File: config.mk
export PLATFORM = sky130hd
export DESIGN_NAME = clocks_module
export DESIGN_NICKNAME = d
export VERILOG_FILES = /design/src/rtl/clocks_pkg.sv /design/src/rtl/clk_divider.sv /design/src/rtl/clocks_module.sv
export SDC_FILE = /design/constraint.sdc
export NUM_CORES = 1
export LEC_CHECK = 0
export ABC_AREA = 1
export CORE_MARGIN = 2
export CORE_UTILIZATION = 48
export DETAILED_ROUTE_END_ITERATION = 6
export PLACE_DENSITY = 0.72
export SLEW_MARGIN = 20
export SYNTH_ARGS = -nofsm -noshare
export SYNTH_HDL_FRONTEND = slang
export SYNTH_HIERARCHICAL = 1
export SYNTH_SLANG_ARGS = --single-unit
File: constraint.sdc
create_clock -name clk -period 3.85 [get_ports clk]
set_input_delay 1.155 -clock clk [delete_from_list [all_inputs] [get_ports clk]]
set_output_delay 1.155 -clock clk [all_outputs]
set_load 0.02 [all_outputs]
File: src/rtl/clocks_pkg.sv
// Shared sizes, compare-op encodings and the compare helper for the clocks_module time base.
package clocks_pkg;

    localparam int NUM_CLK = 8;
    localparam int CLK_W   = 4;
    localparam int NUM_DIV = 4;
    localparam int DIV_W   = 10;
    localparam int LONG_W  = 12;

    typedef enum logic {
        OP_EQ = 1'b0,
        OP_LT = 1'b1
    } op_e;

    typedef logic [CLK_W-1:0]  clk_cnt_t;
    typedef logic [LONG_W-1:0] long_t;

    // Short-mode operands are zero-extended, so one 12-bit compare serves both widths.
    function automatic logic cmp_result(input logic op, input long_t operand, input long_t imm);
        return (op_e'(op) == OP_LT) ? (operand < imm) : (operand == imm);
    endfunction

endpackage

File: src/rtl/clk_divider.sv
// One 10-bit divider stage: counts advances and ticks once the count reaches the limit.
module clk_divider
    import clocks_pkg::*;
(
    input  logic             clk,
    input  logic             reset,
    input  logic             advance,
    input  logic [DIV_W-1:0] limit,
    output logic [DIV_W-1:0] count,
    output logic             tick
);

    // >= rather than == lets a limit lowered below the count recover on the next advance.
    assign tick = advance && (count >= limit);

    always_ff @(posedge clk or negedge reset) begin
        if (!reset) begin
            count <= '0;
        end else if (tick) begin
            count <= '0;
        end else if (advance) begin
            count <= count + 1'b1;
        end
    end

endmodule

File: src/rtl/clocks_module.sv
// Time base: four cascaded dividers feed eight 4-bit event counters with a registered compare.
// Optional feature: define CLOCKS_JOIN_EN to let cfg_clk_joins chain adjacent counters.
module clocks_module
    import clocks_pkg::*;
(
    input  logic                    clk,
    input  logic                    reset,
    input  logic                    op,
    input  logic [CLK_W-1:0]        imm_lo,
    input  logic [LONG_W-CLK_W-1:0] imm_hi,
    input  logic [1:0]              addr,
    input  logic                    long,
    input  logic                    en_clk_reset,
    input  logic [NUM_CLK-1:0]      clk_reset,
    input  logic [NUM_CLK-1:0]      cfg_clk_joins,
    input  logic [NUM_DIV*DIV_W-1:0] cfg_div_limits,
    output logic                    out_val
);

    logic                        tick_0, tick_1, tick_2, tick_3;
    logic [NUM_DIV-1:0]          div_tick;
    logic [DIV_W-1:0]            div_cnt_unused [NUM_DIV];

    logic [NUM_CLK-1:0]          join_src;
    logic                        unused_join;

    clk_cnt_t [NUM_CLK-1:0]      cnt;
    clk_cnt_t [NUM_CLK-1:0]      cnt_next;
    logic                        inc;
    logic                        clr;
    logic                        carry;

    logic [2:0]                  base;
    long_t                       operand;
    long_t                       imm;

    // Divider cascade: each stage advances only on the previous stage's tick.
    clk_divider u_div0 (
        .clk     (clk),
        .reset   (reset),
        .advance (1'b1),
        .limit   (cfg_div_limits[0*DIV_W +: DIV_W]),
        .count   (div_cnt_unused[0]),
        .tick    (tick_0)
    );

    clk_divider u_div1 (
        .clk     (clk),
        .reset   (reset),
        .advance (tick_0),
        .limit   (cfg_div_limits[1*DIV_W +: DIV_W]),
        .count   (div_cnt_unused[1]),
        .tick    (tick_1)
    );

    clk_divider u_div2 (
        .clk     (clk),
        .reset   (reset),
        .advance (tick_1),
        .limit   (cfg_div_limits[2*DIV_W +: DIV_W]),
        .count   (div_cnt_unused[2]),
        .tick    (tick_2)
    );

    clk_divider u_div3 (
        .clk     (clk),
        .reset   (reset),
        .advance (tick_2),
        .limit   (cfg_div_limits[3*DIV_W +: DIV_W]),
        .count   (div_cnt_unused[3]),
        .tick    (tick_3)
    );

    assign div_tick = {tick_3, tick_2, tick_1, tick_0};

    // join_src[i] set means counter i takes its increment from counter i-1's carry.
`ifdef CLOCKS_JOIN_EN
    assign join_src    = {cfg_clk_joins[NUM_CLK-2:0], 1'b0};
    assign unused_join = cfg_clk_joins[NUM_CLK-1];
`else
    assign join_src    = '0;
    assign unused_join = ^cfg_clk_joins;
`endif

    // Carry ripples low to high in one pass; a cleared counter never passes a carry on.
    always_comb begin
        cnt_next = cnt;
        inc      = 1'b0;
        clr      = 1'b0;
        carry    = 1'b0;
        for (int i = 0; i < NUM_CLK; i++) begin
            inc = join_src[i] ? carry : div_tick[i/2];
            clr = en_clk_reset && clk_reset[i];
            if (clr) begin
                cnt_next[i] = '0;
            end else if (inc) begin
                cnt_next[i] = cnt[i] + 1'b1;
            end
            carry = inc && !clr && (cnt[i] == '1);
        end
    end

    always_ff @(posedge clk or negedge reset) begin
        if (!reset) begin
            cnt <= '0;
        end else begin
            cnt <= cnt_next;
        end
    end

    // Window base is an even counter index; the +2 wraps modulo eight in 3 bits.
    always_comb begin
        base    = {addr, 1'b0};
        operand = '0;
        imm     = '0;
        if (long) begin
            operand = {cnt[base + 3'd2], cnt[base + 3'd1], cnt[base]};
            imm     = {imm_hi, imm_lo};
        end else begin
            operand = {{(LONG_W-CLK_W){1'b0}}, cnt[{addr, imm_hi[0]}]};
            imm     = {{(LONG_W-CLK_W){1'b0}}, imm_lo};
        end
    end

    always_ff @(posedge clk or negedge reset) begin
        if (!reset) begin
            out_val <= 1'b0;
        end else begin
            out_val <= cmp_result(op, operand, imm);
        end
    end

endmodule

==> metrics.md <==
| Metric | Value |
|---|---|
| Max-Cap Viols | 0 |
| Sink Count | 73 |
| Synth area leader | dfrtp_1 |
| Worst setup SP type | input pin |
| Fin crit share | 90.6% |
| Synth top area cells | dfrtp_1 32%, ha_1 14%, nand2_1 13% |
| Worst-Margin Slew | 0.955 ns |
| Final hold violation count | 0 |
| Hold_buf cts | 0 |
| Final wirelength | 11.5 mm |
| Comb power frac | 32.1% |
| Yosys cell types | 32 |
| Worst hold path type | flip-flop to flip-flop |
| Status | finished, final reports clean |
| DRC | 0 |
| Pin count of the biggest net entering global routing | 74 |
| Yosys warns | 6 |
| Via count | 4,993 |
| Final TNS setup | 0 ns |
| Top-Level Pins | 76 |
| Die area | 13,000 um2 |
| CP endpoint kind | flip-flop |
| Post-Layout Cell Count | 1,021 |
| Inst Count DP | 1,005 |
| Min Tclk post-route | 3.49 ns |
| Final Skew | 0.00605 ns |
| Reg power frac | 38.2% |
| CTS tree | yes |
| Net Sw Frac | 34.9% |
| GRT Total Usage | 19.8% |
| Max FO, Critical Path | 21 |
| Global-route wire length before repair | 21.1 mm |
| Switching power of the nets | 0.964 mW |
| GPL Wtd Cong | 0.834 |
| Postcts setup bufs | 0 |
| Final number of setup-violating endpoints | 0 |
| Seq/Total Area, Yosys | 31.5% |
| Die Wd | 114 um |
| Peak supply drop | 0.209 mV |
| Total core area | 11,900 um2 |
| Synth Instances | 790 |
| Fraction of layout cells with a size suffix above 1 | 11.3% |
| Port-buffer cells | 67 |
| CTS H-tree depth | 3 |
| Clock power share | 29.8% |
| Slew headroom | 36.3% |
| Power Density | 399 nW/um2 |
| Internal power | 1.80 mW |
| Clk pin slew, worst setup/hold paths | 0.05 ns |
| Final HPWL DP | 8.90 mm |
| P_leak | 3.57 nW |
| RSZ-0062 raised after global routing | false |
| Post-cts sizing count | 0 |
| Max-slew violations | 0 |
| Final #Nets | 1,008 |
| Ant. Diodes | 0 |
| Post-synth top area share | 31.5% |
| WP data required | 4.11 ns |
| Critical path type | input pin to flip-flop |
| Drt first pass iters | 4 |
| Routed len/inst | 11.3 um |
| Max Freq | 287 MHz |
| Rows | 40 |
| Initial antenna violation count | 0 |
| Initial Util | 48.6% |
| Root Buffer | clkbuf_16 |
| First DRT Iteration DRCs | 216 |
| Grt total ovfl | 0 |
| Layout overhead on the synthesized area | 19.6% |
| Commonest non-fill, non-tap cell in the layout | nand2_1 |
| Synth Register Bits | 73 |
| Worst-Skew Late Latency | 0.33 ns |
| Avg Cell Area, Syn | 7.33 um2 |
| Clk buf depth | 2 |
| Routed Antenna Nets | 0 |
| CTS Buf Count | 9 |
| Vias per cell | 4.89 |
| Synth Cell Area | 5790 um2 |
| Most frequent cells in the layout | 201 x nand2_1, 132 x inv_1, 73 x dfrtp_1, 66 x clkdlybuf4s50_1, 64 x ha_1 |
| Critical path data arrival time | 3.75 ns |
| Vias in the first global route | 4,803 |
| Die Ht | 114 um |
-- cell type report --
| cell class | instances | area, um2 |
|---|---|---|
| Fill cell | 1117 | 4980 |
| Multi-Input combinational cell | 570 | 3360 |
| Sequential cell | 73 | 1830 |
| Timing Repair Buffer | 78 | 751 |
| Inverter | 137 | 514 |
| Clock buffer | 13 | 250 |
| Tap cell | 147 | 184 |
| Clock inverter | 3 | 40.0 |
-- sequential cells by signal (all words and copies together) (netlist names) --
| signal | flops |
|---|---|
| u_div1/count | 10 |
| out_val | 1 |
| cnt | 32 |
| u_div3/count | 10 |
| u_div2/count | 10 |
| u_div0/count | 10 |
-- cells by family after synthesis --
kind of cell	Yosys count	synth area share (%)
AOI/OAI and AO/OA	143	15.7
xor gates and xnor gates	14	2.12
adders and majority gates	64	13.8
buffers and inverters	151	10.6
DFF	73	31.5
other	1	0.0647
and+or+nand+nor	344	26.1
-- power groups by stage --
stage                     Sequential, mW  Combinational, mW  Clock [mW]
final                               1.05              0.886       0.822
after floorplan                     1.02              0.668           0
after CTS                           1.06              0.895       0.843
after detailed placement            1.07              0.886           0
after global placement              1.07              0.865           0
after global routing                1.08               1.05       0.876
-- path summary, 6_finish.rpt --
check / from / cells after the start / to / slack (ns)
max in group asynchronous: reset / 1 / cnt[30]$_DFFE_PN0P_ / 2.25
min: cnt[23]$_DFFE_PN0P_ / 1 / cnt[23]$_DFFE_PN0P_ / 0.47
max reg2reg: u_div0/count[8]$_DFFE_PN0P_ / 18 / u_div2/count[9]$_DFFE_PN0P_ / 1.23
max: cfg_div_limits[9] / 20 / u_div2/count[9]$_DFFE_PN0P_ / 0.36
min in group asynchronous: reset / 1 / out_val$_DFF_PN0_ / 0.92
min reg2reg: cnt[23]$_DFFE_PN0P_ / 1 / cnt[23]$_DFFE_PN0P_ / 0.47
-- per-layer routing --
layer	global-route usage, %	wire length, um	share of wire, %	vias up
met5	0	0	0	-
met4	5.61	177	1.5	0
met3	3.40	459	4.0	16
met2	33.3	5170	45	77
met1	26.5	5740	50	2202
li1	-	-	-	2698
-- metrics by stage --
| stage | setup WS [ns] | instance area (um2) | power, mW | util (%) | hold slack [ns] |
|---|---|---|---|---|---|
| 2_1_floorplan | 0.0387 | 5820 | 1.69 | - | 0.433 |
| 5_1_grt | 0.0774 | 6930 | 3.01 | 58.2 | 0.490 |
| 4_1_cts | 0.372 | 6930 | 2.79 | 58.2 | 0.474 |
| 6_report | 0.362 | 6930 | 2.76 | 58.2 | 0.472 |
| 3_3_place_gp | 0.103 | 6640 | 1.93 | 55.7 | 0.449 |
| 3_5_place_dp | 0.0430 | 6640 | 1.95 | 55.7 | 0.464 |
-- critical path: stages --
cell and delay (ns):
clkdlybuf4s50_1 0.45, inv_1 0.04, ha_1 0.28, nand2_1 0.08, nor2_2 0.15, nand2_1 0.08
nor2_2 0.12, nor2_2 0.07, nand2_4 0.07, nand2_1 0.06, inv_2 0.06, nand2_1 0.05
inv_1 0.06, buf_4 0.27, nand2_1 0.15, nor3_2 0.26, nand3_1 0.12, nand2_1 0.08
nand2_1 0.06, a21oi_2 0.09
-- cells in the mapped netlist, drive strengths merged --
cell type    n
buf         13
o21bai       4
nor3        15
o21ai       39
nor3b        1
conb         1
clkbuf       1
a21oi       79
nand4       18
xnor2        6
o211ai       4
nand2      209
dfrtp       73
a21o         8
a22oi        4
inv        137
a211oi       3
ha          64
nor2        75
xor2         8
o22ai        2
nand3       26
No activity file was read; power rests on OpenSTA's default activity.
